[src/rtl/of_header_parser_pkg.sv]
// Shared OpenFlow definitions: flow entry layout, queue header tag and VLAN TPID.
// Used by the header parser and the flow matcher.
package of_header_parser_pkg;

    localparam int unsigned FLOW_ENTRY_WIDTH = 142;

    // Bit positions of each field inside a flow entry (LSB index).
    localparam int unsigned SHORT_PKT_POS    = 0;
    localparam int unsigned VLAN_PRESENT_POS = 1;
    localparam int unsigned VLAN_ID_LO       = 2;
    localparam int unsigned DL_TYPE_LO       = 14;
    localparam int unsigned DL_SRC_LO        = 30;
    localparam int unsigned DL_DST_LO        = 78;
    localparam int unsigned IN_PORT_LO       = 126;

    localparam logic [7:0]  IO_QUEUE_STAGE_NUM = 8'hFF;
    localparam logic [15:0] VLAN_TPID          = 16'h8100;
    localparam logic [11:0] VLAN_ID_NONE       = 12'hFFF;

    typedef struct packed {
        logic [15:0] in_port;
        logic [47:0] dl_dst;
        logic [47:0] dl_src;
        logic [15:0] dl_type;
        logic [11:0] vlan_id;
        logic        vlan_present;
        logic        short_pkt;
    } flow_entry_t;

    typedef enum logic [2:0] {
        StWaitHdr,
        StWord0,
        StWord1,
        StWord2,
        StWaitEop
    } state_t;

endpackage

[src/rtl/of_header_parser.sv]
// Forwards the packet bus with one cycle of delay while extracting the L2 header
// of each packet into a flow entry for the matcher.
module of_header_parser
    import of_header_parser_pkg::*;
#(
    parameter int unsigned DATA_WIDTH = 64,
    parameter int unsigned CTRL_WIDTH = DATA_WIDTH / 8
) (
    input  logic                        clk,
    input  logic                        reset,
    input  logic [DATA_WIDTH-1:0]       in_data,
    input  logic [CTRL_WIDTH-1:0]       in_ctrl,
    input  logic                        in_wr,
    output logic                        in_rdy,
    output logic [DATA_WIDTH-1:0]       out_data,
    output logic [CTRL_WIDTH-1:0]       out_ctrl,
    output logic                        out_wr,
    input  logic                        out_rdy,
    output logic [FLOW_ENTRY_WIDTH-1:0] flow_entry,
    output logic                        flow_wr,
    input  logic                        flow_nearly_full
);

    state_t      state_q, state_d;
    logic [15:0] in_port_q;
    logic [47:0] dl_dst_q;
    logic [47:0] dl_src_q;
    logic [15:0] tpid_q;
    logic [15:0] tci_q;
    flow_entry_t entry_d, entry_q;
    logic        flow_wr_q;
    logic        rdy_arm_q;
    logic        in_rdy_q;

    logic is_hdr, is_data, is_eop;
    logic cap_port, cap_w0, cap_w1, emit, emit_short;

    assign is_hdr  = in_wr && (in_ctrl == CTRL_WIDTH'(IO_QUEUE_STAGE_NUM));
    assign is_data = in_wr && (in_ctrl == '0);
    assign is_eop  = in_wr && (in_ctrl != '0) && !is_hdr;

    always_ff @(posedge clk or posedge reset) begin
        if (reset) begin
            state_q <= StWaitHdr;
        end else begin
            state_q <= state_d;
        end
    end

    always_comb begin
        state_d = state_q;
        unique case (state_q)
            StWaitHdr: if (is_hdr) state_d = StWord0;
            StWord0: begin
                if (is_eop) state_d = StWaitHdr;
                else if (is_data) state_d = StWord1;
            end
            StWord1: begin
                if (is_eop) state_d = StWaitHdr;
                else if (in_wr) state_d = StWord2;
            end
            StWord2:   if (in_wr) state_d = is_eop ? StWaitHdr : StWaitEop;
            StWaitEop: if (in_wr && (in_ctrl != '0)) state_d = StWaitHdr;
            default:   state_d = StWaitHdr;
        endcase
    end

    always_comb begin
        cap_port   = 1'b0;
        cap_w0     = 1'b0;
        cap_w1     = 1'b0;
        emit       = 1'b0;
        emit_short = 1'b0;
        unique case (state_q)
            StWaitHdr: cap_port = is_hdr;
            StWord0: begin
                cap_w0     = is_data;
                emit_short = is_eop;
            end
            StWord1: begin
                cap_w1     = in_wr;
                emit_short = is_eop;
            end
            StWord2:   emit = in_wr;
            StWaitEop: ;
            default:   ;
        endcase
    end

    always_comb begin
        entry_d         = '0;
        entry_d.in_port = in_port_q;
        entry_d.dl_dst  = dl_dst_q;
        // A short packet ending in WORD1 still carries the low source address bytes.
        entry_d.dl_src  = cap_w1 ? {dl_src_q[47:32], in_data[63:32]} : dl_src_q;
        if (tpid_q == VLAN_TPID) begin
            entry_d.vlan_present = 1'b1;
            entry_d.vlan_id      = tci_q[11:0];
            entry_d.dl_type      = in_data[63:48];
        end else begin
            entry_d.vlan_present = 1'b0;
            entry_d.vlan_id      = VLAN_ID_NONE;
            entry_d.dl_type      = tpid_q;
        end
        if (emit_short) begin
            entry_d.vlan_present = 1'b0;
            entry_d.vlan_id      = VLAN_ID_NONE;
            entry_d.dl_type      = '0;
            entry_d.short_pkt    = 1'b1;
        end
    end

    // Capture registers are cleared on each new header so a short packet reports zeros.
    always_ff @(posedge clk or posedge reset) begin
        if (reset) begin
            in_port_q <= '0;
            dl_dst_q  <= '0;
            dl_src_q  <= '0;
            tpid_q    <= '0;
            tci_q     <= '0;
        end else if (cap_port) begin
            in_port_q <= in_data[31:16];
            dl_dst_q  <= '0;
            dl_src_q  <= '0;
            tpid_q    <= '0;
            tci_q     <= '0;
        end else if (cap_w0) begin
            dl_dst_q         <= in_data[63:16];
            dl_src_q[47:32]  <= in_data[15:0];
        end else if (cap_w1) begin
            dl_src_q[31:0] <= in_data[63:32];
            tpid_q         <= in_data[31:16];
            tci_q          <= in_data[15:0];
        end
    end

    always_ff @(posedge clk or posedge reset) begin
        if (reset) begin
            entry_q   <= '0;
            flow_wr_q <= 1'b0;
        end else begin
            flow_wr_q <= emit || emit_short;
            if (emit || emit_short) entry_q <= entry_d;
        end
    end

    // rdy_arm_q delays in_rdy by one extra edge after reset release.
    always_ff @(posedge clk or posedge reset) begin
        if (reset) begin
            rdy_arm_q <= 1'b0;
            in_rdy_q  <= 1'b0;
            out_data  <= '0;
            out_ctrl  <= '0;
            out_wr    <= 1'b0;
        end else begin
            rdy_arm_q <= 1'b1;
            in_rdy_q  <= rdy_arm_q && out_rdy && !flow_nearly_full;
            out_data  <= in_data;
            out_ctrl  <= in_ctrl;
            out_wr    <= in_wr;
        end
    end

    assign in_rdy     = in_rdy_q;
    assign flow_wr    = flow_wr_q;
    assign flow_entry = entry_q;

endmodule

[config.mk]
export PLATFORM = sky130hd
export DESIGN_NAME = of_header_parser
export DESIGN_NICKNAME = d
export VERILOG_FILES = /design/src/rtl/of_header_parser_pkg.sv /design/src/rtl/of_header_parser.sv
export SDC_FILE = /design/constraint.sdc
export NUM_CORES = 1
export LEC_CHECK = 0
export ABC_AREA = 1
export CAP_MARGIN = 10
export CORE_AREA = 2 2 170 172
export CTS_CLUSTER_DIAMETER = 40
export DETAILED_ROUTE_END_ITERATION = 10
export DIE_AREA = 0 0 172 174
export GPL_TIMING_DRIVEN = 0
export PLACE_DENSITY = 0.79
export SLEW_MARGIN = 30
export SYNTH_ARGS = -nofsm -noshare
export SYNTH_HDL_FRONTEND = slang
export SYNTH_SLANG_ARGS = --single-unit
[constraint.sdc]
create_clock -name clk -period 13.9 [get_ports clk]
set_input_delay 2.78 -clock clk [delete_from_list [all_inputs] [get_ports clk]]
set_output_delay 2.78 -clock clk [all_outputs]
set_load 0.01 [all_outputs]
======== Word-level counts from Yosys, hierarchy flattened ========
Cells that the tools add are included.
operators by class
  equality and inequality tests ........... 12
  multiplexer cells ....................... 29
  reduce and logical (&&, ||, !) cells .... 17
operator list
  cell                    count
  $mux W48                3
  $mux W32                3
  $mux W16                4
  $mux W12                3
  $mux W30                1
  $mux W29                1
  $mux W3                 8
  $eq A16 B16 Y1 const B  1
  $pmux W3 S5             1
  $eq A8 B8 Y1 const B    1
  $logic_not A8 Y1        1
  $ne A2 B2 Y1 const B    4
  $reduce_bool A8 Y1      1
  $eq A3 B2 Y1 const B    2
  $logic_and A1 B1 Y1     6
  $ne A3 B3 Y1 const B    2
  $mux W1                 5
  $reduce_and A5 Y1       1
  $reduce_bool A2 Y1      2
  $eq A3 B1 Y1 const B    1
  $eq A3 B3 Y1 const B    1
  $logic_not A3 Y1        1
  $logic_not A1 Y1        2
  $reduce_and A2 Y1       1
  other kinds (2)         2
storage, ports and cells
  register bits ........................... 361
  bits of input ports ..................... 77
  output and inout port bits .............. 217
  word-level logic and storage cells ...... 78

======== Depth between registers and ports, before layout ========
  word-level depth ........................ 7
  mapped depth ............................ 11

======== Least setup slack after synthesis ========
No wires, ideal clock.
  path kind ............................... input to register
  start ................................... input port in_wr
  end ..................................... register dl_dst_q[8]
  arrival ................................. 3.790 ns
  data required time ...................... 13.784 ns
  slack ................................... 9.994 ns
  stages .................................. 10
  cell sequence ........................... buf_4 -> nand2_1 -> nor2_1 -> nand3_1 -> nor2_2 -> buf_4 -> buf_2 -> nor2_1 -> nand2_1 -> nand2_1
between the ends
  longest elaborated chain between the ends .. 3
  elaborated cells between the ends (all ways) .. 6
ends and longest elaborated chain
  what                                            RTL line                                        source
  start, declared                                 of_header_parser.sv:13                          input logic in_wr,
  $logic_and A1 B1 Y1 (on tied branches)          of_header_parser.sv:38, of_header_parser.sv:39
  $mux W1                                         of_header_parser.sv:74                          unique case (state_q)
  $mux W48 or $reduce_bool A2 Y1 (tied branches)  -
  end signal, assigned                            of_header_parser.sv:128                         dl_dst_q <= in_data[63:16];
  end, declared                                   of_header_parser.sv:26                          logic [47:0] dl_dst_q;
Several ways; a longest one is shown, not always the timed one.
A chain may end at the register's enable or synchronous reset.

======== Worst setup path after layout ========
  start ................................... input port in_ctrl[7]
  end ..................................... register entry_q (netlist bit flow_entry[54])
between the ends
  longest elaborated chain between the ends .. 6
  elaborated cells between the ends (all ways) .. 8
ends and longest elaborated chain
  what                   RTL line                 source
  start, declared        of_header_parser.sv:12   input logic [CTRL_WIDTH-1:0] in_ctrl,
  $eq A8 B8 Y1           of_header_parser.sv:38   assign is_hdr = in_wr && (in_ctrl == CTRL_WIDTH'(IO_QUEUE_STAGE_NUM));
  $logic_and A1 B1 Y1    of_header_parser.sv:38
  $logic_not A1 Y1       of_header_parser.sv:40   assign is_eop = in_wr && (in_ctrl != '0) && !is_hdr;
  $logic_and A1 B1 Y1 *  of_header_parser.sv:40
  $mux W1 *              of_header_parser.sv:74
  $logic_or A1 B1 Y1 *   of_header_parser.sv:143  if (emit || emit_short) entry_q <= entry_d;
  end signal, assigned   of_header_parser.sv:143
  end, declared          of_header_parser.sv:30   flow_entry_t entry_d, entry_q;
Mark *: on every way between the ends. The rest lies on a longest branch, timed or not.

==> out/results.tsv <==
metric	value	unit
Layout Nets	1927	
starting density of the core	49.9	%
initial antenna violation count	0	
slowest CP cell	clkdlybuf4s50_1	
power density over the cells	186	nW/um2
worst hold endpoint	flow_entry[107]$_DFFE_PP0P_	
register area share after synthesis	64.1	%
Int Pwr	2460	uW
port buffer count	293	
first-pass GRT wire length	64.5	mm
Avg WL per Cell	17.9	um
Slowest Stage Delay on Critical Path	520	ps
Clk Latency, worst-skew pair	540	ps
drt pass-1 iters	5	
Setup CP Type	in2reg	
R2R Path End	flow_entry[54]$_DFFE_PP0P_	
Site Rows	62	
area leader, netlist	dfrtp_1	
GRT Util Overall	27.6	%
FF/Latch Area	9030	um2
worst-path fanout max	10	
Synth top area share	64.1	%
Mapped Area	14100	um2
post-route cell area	19200	um2
number of synthesized register bits	361	
Finish-stage setup viols	0	
min-delay src	dl_dst_q[29]$_DFFE_PP0P_	
slew at the pin closest to its max-slew limit	629	ps
Horiz. Die Dim	172	um
Psw	1110	uW
IO Pins	294	
number of enable flip-flop cells after synthesis	0	
GRT overflow	0	
Hold Path Cell Cnt	2	
post-route clock period utilization	31.5	%
outcome	finished, final reports clean	
Multi-input gate area	4020	um2
top-count cell post-synth	nand2_1	
min cycle time layout	4380	ps
DP Area	17600	um2
Core Area	28200	um2
WP buf/inv	3	
Synth Instances	1507	
Post-route DRC	0	
worst-case clock buffer depth	3	
ranking of synthesized cells by area	dfrtp_1 (64%), nand2_1 (12%), nand3_1 (8.3%)	
pre-CTS setup slack	9020	ps
H-Tree Depth	2	
postcts setup bufs	0	
Initial DRC Count	909	
CTS Hold Bufs	0	
commonest cells in the netlist	nand2_1 (459), dfrtp_1 (361), nand3_1 (235)	
clk_skew	14.6	ps
CTS Buf Count	45	
crit start category	input pin	
RSZ-0062 raised after global routing	false	
Fin Setup TNS	0	ps
Clk pwr share	34.1	%
DP Wirelength	28.4	mm
Ys Warns	0	
ant diodes	0	
cell family with most CP delay	buffers and inverters	
synthesis-to-finish area growth	36.1	%
Data arrival, critical path	4850	ps
leak pwr	0.00965	uW
sequential group share of total power	39.4	%
depth of the worst register-to-register path	9	
Vert. Die Dim	174	um
worst relative slew slack	58.1	%
Routed Antenna Nets	0	
f_max	228	MHz
Avg Cell Area, Syn	9.35	um2
Top FF cell, synth	dfrtp_1	
flop2flop setup slack	11800	ps
via count	11800	
CTS root buf	clkbuf_16	
Resized cells post-CTS	0	
Max Transition Viols Final	0	
clock sink count	361	
Comb pwr share	26.5	%
Worst setup EP type	flop	
number of distinct library cells after synthesis	23	
syn_nets	1584	
clock slew at reported path FFs	60	ps
CTS tree	built	
vias per cell	5.21	
largest net degree at the start of global routing	99	
share of cells above drive strength 1	9.27	%
Data required, critical path	14360	ps
worst reg2reg path startpoint	state_q[2]$_DFFE_PP0P_	
Post-synth ARST share	100	%
Peak VDD IR	0.157	mV
die area	29900	um2
Max-Cap Viols	0	
fillers	2177	
sw frac	31.0	%
final wirelength	40.6	mm
CP cell instances	clkdlybuf4s50_1 -> nor2_1 -> nand2_1 -> nor2_1 -> nor2_1 -> o211ai_2 -> nand2_2 -> buf_6 -> buf_2 -> nand2_1 -> nand2_1	
vias in the first global route	11900	
placer congestion estimate	0.918	
Fin. Hold Viols	0	
worst setup margin	9520	ps
Hold Crit Class	reg2reg	
state kept, by name (all words and copies together) (netlist names):
signal      cells
tci_q          12
dl_src_q       48
flow_entry    142
out_ctrl        8
rdy_arm_q       1
in_rdy          1
out_data       64
in_port_q      16
dl_dst_q       48
state_q         3
flow_wr         1
out_wr          1
tpid_q         16
worst reg2reg max path, cell delays in order (launching register included):
cell and delay (ps):
dfrtp_1 440, nor2_1 170, nand2_1 70, inv_1 80, nand2_2 200, nand2_2 350
buf_6 240, buf_2 280, nand2_1 110, nand2_1 90
kinds of logic after synthesis:
| family | count (synthesis) | share of synthesized area, % |
|---|---|---|
| other cells | 1 | 0.0266 |
| compound gates | 144 | 5.17 |
| buf+inv | 222 | 7.35 |
| simple gates | 779 | 23.3 |
| flops | 361 | 64.1 |
final cells by class:
class	instances	share of cell area (%)
flip-flops and latches	361	47.1
multi-input cells	924	21.0
repair buffers	296	15.7
clock buffers	63	6.97
plain buffers	92	2.86
inverters	130	2.58
well taps	384	2.51
clock inverters	21	1.30
worst max-delay path by stage:
stage	from	end	slack, ps	cells past startpoint
after floorplan	reset	dl_dst_q[0]$_DFFE_PP0P_	1100	1
after global placement	reset	flow_entry[61]$_DFFE_PP0P_	-2810	2
after detailed placement	in_wr	flow_entry[9]$_DFFE_PP0P_	9020	11
after CTS	in_wr	flow_entry[54]$_DFFE_PP0P_	9550	11
after global routing	in_ctrl[5]	flow_entry[55]$_DFFE_PP0P_	9420	11
final	in_ctrl[7]	flow_entry[54]$_DFFE_PP0P_	9520	11
cells in the final DEF, fill, tap and decap left out:
master           count
nor3_1               1
nand4_1              4
nand3_2              1
nor3_4               1
clkbuf_8            10
clkinvlp_4           4
inv_8                3
buf_6               13
o211ai_2             1
clkbuf_16           47
nand2_4              2
clkinv_4             3
nand2_1            459
nand3_1            235
conb_1               1
buf_16               3
buf_1                6
dfrtp_1            361
clkdlybuf4s50_1    293
nand2_2              4
o21ai_0            101
inv_1              126
buf_2               54
clkinv_2             5
nor2_2               4
nor2_1              67
bufinv_16            4
inv_6                3
o21ai_1             42
clkbuf_1            15
nand3b_1             1
inv_2                3
buf_4               10
through the flow:
stage | util, % | instances | hold WS [ps] | total power, uW
after CTS | 67.9 | 2271 | 469 | 3580
after detailed placement | 62.3 | 2187 | 454 | 2350
after global placement | 62.0 | 2184 | 449 | 2320
final | 67.9 | 2271 | 467 | 3560
after floorplan | - | 1507 | 442 | 1880
after global routing | 67.9 | 2271 | 495 | 3740
power groups by stage:
stage / Sequential [uW] / Clock (uW) / Combinational, uW
floorplan: 1460 / 0 / 424
global placement: 1410 / 0 / 906
detailed placement: 1420 / 0 / 932
CTS: 1400 / 1230 / 950
global route: 1430 / 1270 / 1040
finish: 1400 / 1220 / 945
layer usage:
| layer | track usage [%] | up-vias | routed length (um) |
|---|---|---|---|
| met3 | 5.69 | 99 | 2900 |
| li1 | - | 5480 | - |
| met4 | 12.1 | 0 | 1890 |
| met2 | 44.3 | 463 | 19200 |
| met1 | 36.6 | 5779 | 16600 |
| met5 | 0 | - | 0 |
No activity file was read; power rests on OpenSTA's default activity.
